==> config.mk <==
export PLATFORM = sky130hd
export DESIGN_NAME = me_result_ctrl
export DESIGN_NICKNAME = d
export VERILOG_FILES = /design/src/rtl/me_pkg.sv /design/src/rtl/mvec_divmod.sv /design/src/rtl/me_result_ctrl.sv
export SDC_FILE = /design/constraint.sdc
export NUM_CORES = 1
export LEC_CHECK = 0
export CELL_PAD_IN_SITES_DETAIL_PLACEMENT = 1
export CELL_PAD_IN_SITES_GLOBAL_PLACEMENT = 1
export CORE_ASPECT_RATIO = 1.75
export CORE_MARGIN = 3
export CORE_UTILIZATION = 45
export DETAILED_ROUTE_END_ITERATION = 7
export HOLD_SLACK_MARGIN = 0.1
export PLACE_DENSITY_LB_ADDON = 0.1
export SYNTH_ARGS = -nofsm -noshare
export SYNTH_HDL_FRONTEND = slang
export SYNTH_SLANG_ARGS = --single-unit
export TNS_END_PERCENT = 5
==> constraint.sdc <==
create_clock -name clk -period 3.5 [get_ports clk]
set_input_delay 0.7 -clock clk [delete_from_list [all_inputs] [get_ports clk]]
set_output_delay 0.7 -clock clk [all_outputs]
set_load 0.01 [all_outputs]
==> src/rtl/me_pkg.sv <==
// Shared sizing helpers and state encoding for the motion-estimation result controller.
package me_pkg;

  function automatic int unsigned range_f(input int unsigned sw_len, input int unsigned tb_len);
    return sw_len - tb_len + 1;
  endfunction

  function automatic int unsigned center_f(input int unsigned sw_len, input int unsigned tb_len);
    return (range_f(sw_len, tb_len) - 1) / 2;
  endfunction

  function automatic int unsigned cnt_width_f(input int unsigned sw_len,
                                              input int unsigned tb_len);
    return $clog2(range_f(sw_len, tb_len) * range_f(sw_len, tb_len));
  endfunction

  function automatic int unsigned sad_width_f(input int unsigned tb_len,
                                              input int unsigned pe_width);
    return $clog2(tb_len * tb_len) + pe_width;
  endfunction

  function automatic int unsigned mv_width_f(input int unsigned sw_len, input int unsigned tb_len);
    return $clog2(range_f(sw_len, tb_len)) + 1;
  endfunction

  typedef enum logic [2:0] {
    StIdle,
    StReq,
    StRel,
    StDiv,
    StOut
  } me_state_e;

endpackage

==> src/rtl/mvec_divmod.sv <==
// Iterative subtract-and-count divider splitting a raster index into row (q) and column (r).
module mvec_divmod #(
  parameter int unsigned Range    = 49,
  parameter int unsigned CntWidth = 12
) (
  input  logic                clk,
  input  logic                rst_n,
  input  logic                start,
  input  logic [CntWidth-1:0] idx,
  output logic                done,
  output logic [CntWidth-1:0] q,
  output logic [CntWidth-1:0] r,
  output logic                err
);

  // One extra bit so Range^2 stays representable even when it is a power of two.
  localparam logic [CntWidth:0]   Limit  = (CntWidth + 1)'(Range * Range);
  localparam logic [CntWidth-1:0] RangeW = CntWidth'(Range);

  logic                run_q, run_d;
  logic                err_q, err_d;
  logic [CntWidth-1:0] q_q, q_d;
  logic [CntWidth-1:0] r_q, r_d;

  assign done = run_q && (err_q || (r_q < RangeW));
  assign q    = q_q;
  assign r    = r_q;
  assign err  = err_q;

  always_comb begin
    run_d = run_q;
    err_d = err_q;
    q_d   = q_q;
    r_d   = r_q;
    if (start) begin
      run_d = 1'b1;
      q_d   = '0;
      r_d   = idx;
      err_d = ({1'b0, idx} >= Limit);
    end else if (run_q) begin
      if (done) begin
        run_d = 1'b0;
      end else begin
        r_d = r_q - RangeW;
        q_d = q_q + CntWidth'(1);
      end
    end
  end

  always_ff @(posedge clk or negedge rst_n) begin
    if (!rst_n) begin
      run_q <= 1'b0;
      err_q <= 1'b0;
      q_q   <= '0;
      r_q   <= '0;
    end else begin
      run_q <= run_d;
      err_q <= err_d;
      q_q   <= q_d;
      r_q   <= r_d;
    end
  end

endmodule

==> src/rtl/me_result_ctrl.sv <==
// Sequences one me_top search per command and formats the winning position as signed vectors.
module me_result_ctrl
  import me_pkg::*;
#(
  parameter int unsigned TB_LENGTH    = 16,
  parameter int unsigned SW_LENGTH    = 64,
  parameter int unsigned PE_OUT_WIDTH = 8,
  localparam int unsigned RANGE     = range_f(SW_LENGTH, TB_LENGTH),
  localparam int unsigned CENTER    = center_f(SW_LENGTH, TB_LENGTH),
  localparam int unsigned CNT_WIDTH = cnt_width_f(SW_LENGTH, TB_LENGTH),
  localparam int unsigned SAD_WIDTH = sad_width_f(TB_LENGTH, PE_OUT_WIDTH),
  localparam int unsigned MV_WIDTH  = mv_width_f(SW_LENGTH, TB_LENGTH)
) (
  input  logic                 clk,
  input  logic                 rst_n,
  input  logic                 blk_valid,
  output logic                 blk_ready,
  output logic                 me_req,
  input  logic                 me_ack,
  input  logic [SAD_WIDTH-1:0] me_min_sad,
  input  logic [CNT_WIDTH-1:0] me_min_mvec,
  output logic                 res_valid,
  input  logic                 res_ready,
  output logic [MV_WIDTH-1:0]  res_mv_x,
  output logic [MV_WIDTH-1:0]  res_mv_y,
  output logic [SAD_WIDTH-1:0] res_sad,
  output logic                 res_err,
  output logic [15:0]          res_blk_cnt,
  output logic                 busy
);

  me_state_e state_q, state_d;

  logic                 me_req_q, me_req_d;
  logic                 res_valid_q, res_valid_d;
  logic                 res_err_q, res_err_d;
  logic [MV_WIDTH-1:0]  res_mv_x_q, res_mv_x_d;
  logic [MV_WIDTH-1:0]  res_mv_y_q, res_mv_y_d;
  logic [SAD_WIDTH-1:0] res_sad_q, res_sad_d;
  logic [15:0]          res_blk_cnt_q, res_blk_cnt_d;
  logic [SAD_WIDTH-1:0] sad_cap_q, sad_cap_d;
  logic [CNT_WIDTH-1:0] idx_cap_q, idx_cap_d;

  logic                 dm_start, dm_done, dm_err;
  logic [CNT_WIDTH-1:0] dm_q, dm_r;

  assign dm_start = (state_q == StRel) && !me_ack;

  mvec_divmod #(
    .Range   (RANGE),
    .CntWidth(CNT_WIDTH)
  ) u_divmod (
    .clk  (clk),
    .rst_n(rst_n),
    .start(dm_start),
    .idx  (idx_cap_q),
    .done (dm_done),
    .q    (dm_q),
    .r    (dm_r),
    .err  (dm_err)
  );

  always_ff @(posedge clk or negedge rst_n) begin
    if (!rst_n) state_q <= StIdle;
    else        state_q <= state_d;
  end

  always_comb begin
    state_d = state_q;
    unique case (state_q)
      StIdle:  if (blk_valid) state_d = StReq;
      StReq:   if (me_ack)    state_d = StRel;
      StRel:   if (!me_ack)   state_d = StDiv;
      StDiv:   if (dm_done)   state_d = StOut;
      StOut:   if (res_ready) state_d = StIdle;
      default:                state_d = StIdle;
    endcase
  end

  always_comb begin
    me_req_d      = (state_d == StReq);
    res_valid_d   = (state_d == StOut);
    res_err_d     = res_err_q;
    res_mv_x_d    = res_mv_x_q;
    res_mv_y_d    = res_mv_y_q;
    res_sad_d     = res_sad_q;
    res_blk_cnt_d = res_blk_cnt_q;
    sad_cap_d     = sad_cap_q;
    idx_cap_d     = idx_cap_q;
    // Only the REQ->REL edge captures, so a long-held ack cannot overwrite the result.
    if ((state_q == StReq) && me_ack) begin
      sad_cap_d = me_min_sad;
      idx_cap_d = me_min_mvec;
    end
    if ((state_q == StDiv) && dm_done) begin
      res_sad_d = sad_cap_q;
      res_err_d = dm_err;
      if (dm_err) begin
        res_mv_x_d = '0;
        res_mv_y_d = '0;
      end else begin
        res_mv_x_d = MV_WIDTH'(dm_r) - MV_WIDTH'(CENTER);
        res_mv_y_d = MV_WIDTH'(dm_q) - MV_WIDTH'(CENTER);
      end
    end
    if ((state_q == StOut) && res_ready) res_blk_cnt_d = res_blk_cnt_q + 16'd1;
  end

  always_ff @(posedge clk or negedge rst_n) begin
    if (!rst_n) begin
      me_req_q      <= 1'b0;
      res_valid_q   <= 1'b0;
      res_err_q     <= 1'b0;
      res_mv_x_q    <= '0;
      res_mv_y_q    <= '0;
      res_sad_q     <= '0;
      res_blk_cnt_q <= '0;
      sad_cap_q     <= '0;
      idx_cap_q     <= '0;
    end else begin
      me_req_q      <= me_req_d;
      res_valid_q   <= res_valid_d;
      res_err_q     <= res_err_d;
      res_mv_x_q    <= res_mv_x_d;
      res_mv_y_q    <= res_mv_y_d;
      res_sad_q     <= res_sad_d;
      res_blk_cnt_q <= res_blk_cnt_d;
      sad_cap_q     <= sad_cap_d;
      idx_cap_q     <= idx_cap_d;
    end
  end

  assign blk_ready   = (state_q == StIdle);
  assign busy        = (state_q != StIdle);
  assign me_req      = me_req_q;
  assign res_valid   = res_valid_q;
  assign res_err     = res_err_q;
  assign res_mv_x    = res_mv_x_q;
  assign res_mv_y    = res_mv_y_q;
  assign res_sad     = res_sad_q;
  assign res_blk_cnt = res_blk_cnt_q;

endmodule

# Yosys cells after proc, flatten, opt, wreduce, memory -nomap -nowiden
# Index checks and enable logic that the tools add are counted.
# totals
regBits,106
latchBits,0
mem_bits_rw,0
rom_bits,0
input_bits,33
output_inout_bits,51
elab_cells,56
n_memories,0
# classes
add_sub_neg,5
n_mul,0
n_div,0
magnitude_cmp,2
n_eq_ne,7
n_shift,0
mux,17
bitwise_logic,0
reduce_logical,11
# op_table
op,n
$mux W12,6
$add A16 B1 Y16 const B,1
$mux W3,5
$pmux W3 S5,1
$mux W7,2
$sub A7 B5 Y7 const B,2
$add A12 B1 Y12 const B,1
$ge A12 B12 Y1 const B,1
$lt A12 B6 Y1 const B,1
$sub A12 B6 Y12 const B,1
$eq A3 B1 Y1 const B,2
$eq A3 B2 Y1 const B,2
$eq A3 B3 Y1 const B,2
$logic_and A1 B1 Y1,5
$logic_not A3 Y1,1
$mux W1,3
$reduce_bool A3 Y1,1
$ne A2 B2 Y1 const B,1
$reduce_and A2 Y1,1
$reduce_bool A2 Y1,1
$logic_not A1 Y1,1
$logic_or A1 B1 Y1,1

# Depth between registers and ports, before layout
# Gate-level depths: netlist of run 1.
# logic_depth
ltp_word,6
ltp_mapped,9
depth_no_buf,7

# Cells and area by module
# Synthesis of run 1 repeated with hierarchy kept, for this count alone.
# hier_totals
cells_unflattened,404
area_unflattened_um2,4864.7
# by_module_without_submodules
module,n_inst,cells_each,area_each_um2,seq_area_each_um2
me_result_ctrl,1,244,3313.2,2001.9
mvec_divmod,1,160,1551.5,650.6

# Least setup slack after synthesis of run 1
# Ideal clock, no wire load.
# synth_path
path_kind,register -> register
startpoint,register u_divmod.r_q[0] (netlist: u_divmod.r[0])
endpoint,register state_q[0]
setup_ps,126
t_arrival_ps,2066
setup_slack_ps,1308
stages_incl_launch_ff,8
cell_sequence,dfrtp_1 > inv_1 > ha_1 > or3b_2 > a311oi_4 > buf_6 > o21ai_2 > a311o_1
# synth_between
elab_chain_len,5
# synth_rtl
item,line,rtl
from (decl),mvec_divmod.sv:23,"logic [CntWidth-1:0] r_q, r_d;"
from (signal assigned),mvec_divmod.sv:60,r_q <= r_d;
$lt A12 B6 Y1,mvec_divmod.sv:25,assign done = run_q && (err_q || (r_q < RangeW));
$logic_or A1 B1 Y1,mvec_divmod.sv:25,
$logic_and A1 B1 Y1,mvec_divmod.sv:25,
$mux W3,me_result_ctrl.sv:74,StDiv: if (dm_done) state_d = StOut;
$pmux W3 S5,me_result_ctrl.sv:70,unique case (state_q)
net state_d[0],me_result_ctrl.sv:32,"me_state_e state_q, state_d;"
to (signal assigned),me_result_ctrl.sv:64,if (!rst_n) state_q <= StIdle;
to (signal assigned),me_result_ctrl.sv:65,else state_q <= state_d;
to (decl),me_result_ctrl.sv:32,
# The timed path passes the listed nets, and every way through them passes these cells.
# A chain may end at the register's enable or synchronous reset.

# Final worst setup path of run 1
# layout_path
startpoint,register state_q[0]
endpoint,output port blk_ready
# layout_between
elab_chain_len,1
# layout_rtl
item,line,rtl
$logic_not A3 Y1,me_result_ctrl.sv:133,assign blk_ready = (state_q == StIdle);
to (decl),me_result_ctrl.sv:17,"output logic blk_ready,"
# Every way passes these cells.

==> impl_metrics.json, run 1 <==
{
  "status": "completed",
  "htree_levels": 3,
  "fin_skew_ns": 0.00777,
  "rsz0062_at_grt": "no",
  "dr.pass1.iters": 4,
  "critPathLaunchType": "register",
  "num_vias": 3171,
  "syn_avg_cell_area_um2": 12.0,
  "wl_per_cell_um": 17.3,
  "synth_flop_cell": "dfrtp_1",
  "drtIter0Drc": 97,
  "finalSetupTns_ns": 0,
  "clock-sinks": 101,
  "fp.dieH_um": 138,
  "slew_headroom_pct": 22.9,
  "critPathKind": "register to output pin",
  "yosysTopAreaCell": "dfrtp_1",
  "pwr-share-seq_pct": 43.4,
  "internal-power_mw": 3.13,
  "fp-row-count": 47,
  "syn-cell-area_mm2": 0.00448,
  "hold_viol": 0,
  "die_w_um": 81.4,
  "grt_max_degree": 56,
  "cts_max_path_buffers": 2,
  "nets": 494,
  "path_clk_slew_ns": 0.07,
  "maxSlewViolCount": 0,
  "via_per_inst": 5.45,
  "clk_latency_ns": 0.34,
  "power.switching_mw": 1.51,
  "grt_pass1_wl_um": 17000,
  "initial_core_util_pct": 46.8,
  "yosysUniqueCellTypes": 45,
  "period_needed_ns": 2.56,
  "grt_overflow": 0,
  "maxCapViolCount": 0,
  "synth-seq-area-share_pct": 56.4,
  "fmax_mhz": 390,
  "totalWireLength_um": 10100,
  "period_share_pct": 73.2,
  "synth_top_area_share_pct": 56.4,
  "syn_to_final_growth_pct": 28.0,
  "multi_input_area_mm2": 0.00186,
  "n_antenna_cell": 0,
  "cts_tree": "yes",
  "antenna_found_initial": 0,
  "synth-edff-count": 0,
  "numCtsBuffers": 9,
  "dp_hpwl_um": 7250,
  "cp-end-kind": "output pin",
  "power.density_mw_per_mm2": 809,
  "finalSetupViolations": 0,
  "r2r-end": "res_sad[0]",
  "p_leak_nw": 2.46,
  "crit_required_ns": 2.80,
  "dieArea_mm2": 0.0112,
  "io_buffers": 83,
  "post_cts_resized": 0,
  "drc": 0,
  "arrival_ns": 1.86,
  "postCtsSetupBuffers": 0,
  "pin_count": 84,
  "postSynthCellCount": 373,
  "path_max_fanout": 10,
  "startpoint": "state_q[0]",
  "grt_pass1_vias": 3551,
  "worst_hold_path_type": "input pin to asynchronous set/reset pin",
  "n_fill_cell": 989,
  "worst_slew_pin_slew_ns": 1.15,
  "power_frac_comb_pct": 34.0,
  "synthArstFlopShare_pct": 100,
  "antenna_left": 0,
  "synth_seq_cells": 101,
  "pwr-share-clk_pct": 22.6,
  "power_mw": 4.64,
  "grt_use_total_pct": 19.6,
  "p_sw_share_pct": 32.6,
  "ctsHoldBuffers": 0,
  "r2r_cells": 6,
  "synth_common_cells": "dfrtp_1, mux2_2, nand2_1",
  "synthMostInstantiatedCell": "dfrtp_1",
  "peakVddDrop_v": 0.000468,
  "root_buffer": "clkbuf_16",
  "yosys-top-cells-area": "dfrtp_1, mux2_2, xnor2_1, nand2_1, xor2_1",
  "yosysWarnings": 0,
  "timing.rr.start": "u_divmod.r[1]",
  "r2r_setup_slack_ns": 0.96,
  "finalWeightedCongestion": 0.778,
  "seq_area_mm2": 0.00253,
  "core_mm2": 0.00959,
  "final_layout_size_suffix_gt1_share_pct": 17.4,
  "hold_slack_ns": 0.402,
  "syn_nets": 412
}
[flip-flops by register name, summed over array words and instances, names as in the netlist]
name / count
res_blk_cnt: 16
res_sad: 16
sad_cap_q: 16
idx_cap_q: 12
u_divmod.r: 12
res_mv_x: 7
res_mv_y: 7
u_divmod.q: 7
state_q: 3
me_req: 1
res_err: 1
res_valid: 1
u_divmod.err: 1
u_divmod.run_q: 1
[metrics by stage]
stage	instances	setup slack (ns)	util, %	cell area (µm²)
3_5_place_dp	566	0.929	56.5	5420
5_1_grt	582	0.822	59.8	5740
4_1_cts	582	0.903	59.8	5740
6_report	582	0.938	59.8	5740
3_3_place_gp	566	0.994	56.5	5420
2_1_floorplan	373	1.31	-	4480
[cells by family (layout without fill, tap and decap cells)]
family / count (synthesis) / in the layout / share of synthesized area (%)
and+or+nand+nor: 112 / 112 / 12.8
DFF: 101 / 101 / 56.4
AOI/OAI and AO/OA: 51 / 51 / 8.01
muxes: 49 / 49 / 12.3
xor gates and xnor gates: 32 / 32 / 6.25
buffers and inverters: 22 / 109 / 2.60
adders and majority gates: 6 / 6 / 1.67
[routing by layer]
| metal | part of all wire [%] | GRT usage, % | wire length, µm |
|---|---|---|---|
| met5 | 0 | 0 | 0 |
| met4 | 3.1 | 9.08 | 316 |
| met3 | 3.6 | 4.49 | 364 |
| met2 | 56 | 34.8 | 5640 |
| met1 | 37 | 21.2 | 3760 |
[power by group through the flow]
stage / sequential (mW) / combinational, mW / clock, mW
3_5_place_dp: 2.04 / 1.60 / 0
5_1_grt: 2.08 / 1.74 / 1.13
3_3_place_gp: 2.00 / 1.53 / 0
6_report: 2.01 / 1.58 / 1.05
4_1_cts: 2.02 / 1.61 / 1.08
2_1_floorplan: 1.96 / 0.954 / 0
[area by class of cell]
class                           instances  share of cell area [%]
Sequential cell                       101                    44.1
Multi-Input combinational cell        250                    32.4
Timing Repair Buffer                   88                    15.1
Clock buffer                           10                    3.99
Tap cell                              122                    2.66
Clock inverter                          6                    1.51
Inverter                                5                   0.327
[worst max-delay path: stages, from the launching register on]
cell and delay (ns):
dfrtp_1 0.50, or3_1 0.44, inv_1 0.06, clkdlybuf4s50_1 0.52
[worst max-delay path by stage]
stage	end	slack, ns	cells after the start
after global routing	state_q[2]	0.82	6
final	blk_ready	0.94	3
after detailed placement	res_sad[0]	0.93	6
after CTS	blk_ready	0.90	3
after global placement	res_sad[4]	0.99	6
after floorplan	state_q[0]	1.31	7
[layout by cell type, fill, tap and decap left out, drive strengths merged, types with 8 or more instances in the layout]
master | Yosys | layout
clkdlybuf4s50 | 0 | 82
clkbuf | 10 | 10
nand2b | 9 | 9
nand3 | 11 | 11
xnor2 | 23 | 23
nor2 | 16 | 16
dfrtp | 101 | 101
a21oi | 8 | 8
nor3 | 8 | 8
xor2 | 9 | 9
o21ai | 24 | 24
mux2 | 45 | 45
nand2 | 36 | 36
No activity file was read; power rests on OpenSTA's default activity.
==> run 2: changes to the inputs <==
- CORE_UTILIZATION: 45 -> 41
- clock period: 3.5 -> 2.4 ns (I/O delays scaled with it)
==> impl_metrics.json, run 2 (synthesis gave the netlist of run 1 again) <==
{
  "hold_viol": 0,
  "ctsHoldBuffers": 0,
  "power_mw": 6.82,
  "io_buffers": 83,
  "maxSlewViolCount": 0,
  "initial_core_util_pct": 42.7,
  "rsz0062_at_grt": "no",
  "fin_skew_ns": 0.00559,
  "pwr-share-clk_pct": 21.8,
  "path_clk_slew_ns": 0.07,
  "core_mm2": 0.0105,
  "power.density_mw_per_mm2": 1160,
  "arrival_ns": 1.78,
  "crit_required_ns": 1.92,
  "dpl_cell_area_mm2": 0.00554,
  "n_fill_cell": 1097,
  "syn_to_final_growth_pct": 30.9,
  "pin_count": 84,
  "cts_max_path_buffers": 2,
  "finalSetupViolations": 0,
  "fp.dieH_um": 144,
  "pwr-share-seq_pct": 42.2,
  "status": "completed",
  "grt_use_total_pct": 17.1,
  "hold_slack_ns": 0.121,
  "worst_hold_path_type": "input pin to asynchronous set/reset pin",
  "htree_levels": 3,
  "n_antenna_cell": 0,
  "maxCapViolCount": 0,
  "final_cell_mix": "dfrtp_1, clkdlybuf4s50_1, mux2_2",
  "num_vias": 3144,
  "timing.rr.start": "u_divmod.r[0]",
  "slowest_delay_ns": 0.53,
  "clock-sinks": 101,
  "wl_per_cell_um": 16.8,
  "drc": 0,
  "antenna_found_initial": 0,
  "cts_tree": "yes",
  "numCtsBuffers": 9,
  "dp_hpwl_um": 7500,
  "r2r_cells": 7,
  "cp-end-kind": "output pin",
  "critPathLaunchType": "register",
  "antenna_left": 0,
  "critical_path.n_buffers_inverters": 2,
  "slew_headroom_pct": 63.6,
  "dp_cells": 580,
  "die_w_um": 85.0,
  "final_layout_size_suffix_gt1_share_pct": 19.6,
  "mostFrequentLayoutCell": "dfrtp_1",
  "totalWireLength_um": 10000,
  "via_per_inst": 5.27,
  "grt_max_degree": 44,
  "grt_overflow": 0,
  "fmax_mhz": 442,
  "grt_pass1_wl_um": 16600,
  "period_share_pct": 94.4,
  "crit_slowest_cell": "clkdlybuf4s50_1",
  "peakVddDrop_v": 0.000608,
  "root_buffer": "clkbuf_16",
  "fin_cells": 597,
  "period_needed_ns": 2.26,
  "p_sw_share_pct": 32.5,
  "r2r-end": "state_q[0]",
  "final_area_mm2": 0.00587,
  "power_frac_comb_pct": 36.0,
  "worst_slew_pin_slew_ns": 0.547,
  "crit_chain": "or3_1 -> inv_1 -> clkdlybuf4s50_1",
  "final.setup.worst_slack_ns": 0.135,
  "clk_latency_ns": 0.34,
  "grt_pass1_vias": 3426,
  "postCtsSetupBuffers": 0,
  "internal-power_mw": 4.60,
  "r2r_setup_slack_ns": 0.21,
  "finalWeightedCongestion": 0.767,
  "nets": 504,
  "fp-row-count": 49,
  "critPathKind": "register to output pin",
  "pre_cts_ws_ns": -0.00198,
  "dieArea_mm2": 0.0123,
  "dr.pass1.iters": 4,
  "power.switching_mw": 2.22,
  "p_leak_nw": 2.53,
  "critPathTopFamily": "buffers and inverters",
  "path_max_fanout": 7,
  "drtIter0Drc": 81
}
-- run 2: changes by cell type in the layout (fill, tap and decap cells not counted), sizes merged --
cell	before	now
buf	6	16
bufinv	2	1
clkbuf	10	11
clkinv	2	3
clkinvlp	1	0
-- run 2: metrics by stage --
stage / util (%) / setup TNS (ns)
5_1_grt: 56.0 / 0
3_3_place_gp: 52.9 / 0
4_1_cts: 55.9 / 0
2_1_floorplan: - / 0
3_5_place_dp: 52.9 / -0.00198
6_report: 56.0 / 0
-- run 2: worst max path at each step --
stage / to / slack, ns / startpoint / depth (start not counted)
floorplan: state_q[0] / 0.21 / u_divmod.r[0] / 7
global placement: state_q[0] / 0.1 / u_divmod.r[0] / 7
detailed placement: state_q[0] / -0.002 / u_divmod.r[0] / 7
CTS: state_q[0] / 0.03 / u_divmod.r[0] / 7
global route: blk_ready / 0.08 / state_q[1] / 3
finish: blk_ready / 0.14 / state_q[1] / 3
-- run 2: per-layer routing --
metal  vias to the layer above  GRT usage (%)  routed length (µm)  share of wire, %
met1                      1589           18.6                3780                38
met5                         -              0                   0                 0
li1                       1486              -                   -                 -
met4                         0           5.09                  99              0.99
met2                        61           33.2                5870                58
met3                         8           2.85                 294               2.9
-- run 2: final cells by class --
| type | instances | area [µm²] | share of cell area [%] |
|---|---|---|---|
| clock buffers | 11 | 253 | 4.31 |
| clock inverters | 5 | 57.6 | 0.981 |
| inverters | 5 | 18.8 | 0.320 |
| multi-input cells | 250 | 1860 | 31.7 |
| flip-flops and latches | 101 | 2530 | 43.1 |
| well taps | 127 | 159 | 2.71 |
| repair buffers | 98 | 992 | 16.9 |
-- run 2: what timing repair did --
item,in CTS,in global routing
endpoints found under the setup margin,1,9
gates resized for setup,1,2
gates cloned,0,1
pin swaps,0,1
-- run 2: worst reg2reg max path: stages, from the launching register on --
cell      delay, ns
dfrtp_1        0.39
inv_1          0.12
ha_1           0.17
or3b_4         0.42
a311oi_4       0.37
buf_6          0.19
o21ai_2        0.05
a311o_1        0.36
-- run 2: power by group through the flow --
stage	Sequential, mW	Clock (mW)	Combinational (mW)
after global placement	2.87	0	2.40
after CTS	2.89	1.52	2.50
after floorplan	2.86	0	1.39
after detailed placement	2.92	0	2.48
final	2.88	1.49	2.45
after global routing	2.98	1.60	2.70
==> run 3: changes to the inputs <==
- CORE_UTILIZATION: 41 -> 42
- GPL_TIMING_DRIVEN: unset -> 0
- SYNTH_HIERARCHICAL: unset -> 1
==> impl_metrics.json, run 3 <==
{
  "power.switching_mw": 2.44,
  "syn-cell-area_mm2": 0.00459,
  "grt_overflow": 0,
  "cts_tree": "yes",
  "arrival_ns": 2.66,
  "final_area_mm2": 0.00616,
  "cts_max_path_buffers": 2,
  "nets": 527,
  "dieArea_mm2": 0.0123,
  "syn_avg_cell_area_um2": 12.2,
  "initial_core_util_pct": 43.8,
  "worst_hold_path_type": "register to register",
  "htree_levels": 3,
  "power.density_mw_per_mm2": 1180,
  "slew_headroom_pct": 61.9,
  "pwr-share-seq_pct": 39.9,
  "pre_cts_ws_ns": -0.438,
  "fp-row-count": 49,
  "grt_busiest_layer": "met2",
  "clk_latency_ns": 0.35,
  "drc": 0,
  "fin_skew_ns": 0.00963,
  "p_sw_share_pct": 33.4,
  "power_mw": 7.30,
  "numCtsBuffers": 9,
  "n_antenna_cell": 0,
  "via_per_inst": 5.31,
  "status": "finished, violations left",
  "dr.pass1.iters": 4,
  "pin_count": 84,
  "syn_nets": 414,
  "fp.dieH_um": 144,
  "maxCapViolCount": 0,
  "yosysWarnings": 6,
  "hold_viol": 0,
  "pwr-share-clk_pct": 19.9,
  "n_fill_cell": 1102,
  "fmax_mhz": 410,
  "met3_usage_pct": 4.10,
  "maxSlewViolCount": 0,
  "use_met2_pct": 39.3,
  "period_needed_ns": 2.44,
  "dp_hpwl_um": 7730,
  "cp-end-kind": "register",
  "io_buffers": 83,
  "grt_pass1_vias": 3754,
  "root_buffer": "clkbuf_16",
  "die_w_um": 85.0,
  "syn_to_final_growth_pct": 34.3,
  "critPathLaunchType": "register",
  "antenna_left": 0,
  "finalWeightedCongestion": 0.855,
  "peakVddDrop_v": 0.000573,
  "clock-sinks": 101,
  "dpl_cell_area_mm2": 0.00563,
  "grt_max_degree": 73,
  "period_share_pct": 102,
  "p_leak_nw": 2.70,
  "worst_slew_pin_slew_ns": 0.570,
  "final_layout_size_suffix_gt1_share_pct": 25.4,
  "grt_use_met1_pct": 19.3,
  "path_max_fanout": 5,
  "crit_required_ns": 2.63,
  "violations": "setup timing",
  "final.setup.worst_slack_ns": -0.0372,
  "num_vias": 3290,
  "postSynthCellCount": 376,
  "wl_per_cell_um": 18.2,
  "path_clk_slew_ns": 0.07,
  "critPathKind": "register to register",
  "internal-power_mw": 4.86,
  "grt_use_total_pct": 19.7,
  "drtIter0Drc": 134,
  "antenna_found_initial": 0,
  "totalWireLength_um": 11300,
  "mostFrequentLayoutCell": "dfrtp_1",
  "grt_pass1_wl_um": 18900,
  "final_cell_mix": "dfrtp_1, clkdlybuf4s50_1, mux2_2",
  "core_mm2": 0.0105,
  "power_frac_comb_pct": 40.2,
  "rsz0062_at_grt": "yes",
  "finalSetupViolations": 1
}
==> run 3: worst max-delay path: stages (launching register included) <==
cell	delay [ns]
dfrtp_1	0.40
inv_2	0.08
ha_4	0.13
or3b_4	0.40
a21oi_2	0.16
buf_6	0.12
a21oi_2	0.05
nor2b_2	0.13
buf_6	0.13
nand4_4	0.15
buf_6	0.17
buf_4	0.12
mux2_2	0.27
==> run 3: power groups by stage <==
stage               Sequential (mW)  Combinational [mW]  Clock, mW
global route                   3.02                3.20       1.57
floorplan                      2.89                1.57          0
detailed placement             2.93                2.63          0
finish                         2.91                2.93       1.45
CTS                            2.90                2.91       1.49
global placement               2.89                2.55          0
==> run 3: path summary, 6_finish.rpt <==
| check | start | to | slack (ns) | depth (start not counted) |
|---|---|---|---|---|
| setup reg to reg | u_divmod/r[0] | res_err | -0.04 | 12 |
| hold / removal | res_blk_cnt[15] | res_blk_cnt[15] | 0.48 | 1 |
| max in group asynchronous | rst_n | u_divmod/r[6] | 1.08 | 3 |
| hold reg to reg | res_blk_cnt[15] | res_blk_cnt[15] | 0.48 | 1 |
| setup / recovery | u_divmod/r[0] | res_err | -0.04 | 12 |
| min in group asynchronous | rst_n | res_blk_cnt[5] | 0.62 | 2 |
==> run 3: cell type report <==
cell class	count	area (µm²)	area share [%]
clock buffers	10	239	3.88
plain buffers	17	140	2.27
inverters	8	30.0	0.487
flip-flops and latches	101	2530	41.0
repair buffers	104	1050	17.0
multi-input cells	248	1960	31.7
clock inverters	5	61.3	0.995
well taps	127	159	2.58
==> run 3: layer usage <==
layer	vias to the layer above	share of wire (%)
li1	1528	-
met1	1667	35
met2	75	59
met3	20	3.8
met4	0	2.6
met5	-	0
==> run 3: stage by stage <==
step | setup TNS, ns | util, % | hold slack (ns) | cells
4_1_cts | -0.443 | 58.8 | 0.495 | 620
5_1_grt | -0.995 | 58.8 | 0.520 | 620
3_3_place_gp | -305.87 | 53.4 | 0.456 | 586
2_1_floorplan | 0 | - | 0.184 | 376
6_report | -0.0372 | 58.8 | 0.477 | 620
3_5_place_dp | -12.44 | 53.7 | 0.443 | 587
==> run 3: what timing repair did <==
item,in CTS,in global routing
pin swaps,4,3
hold buffers,1,0
resized for setup,21,7
endpoints found under the setup margin,35,28
cloned,3,0
hold endpoints to repair,29,0
setup buffers,15,3
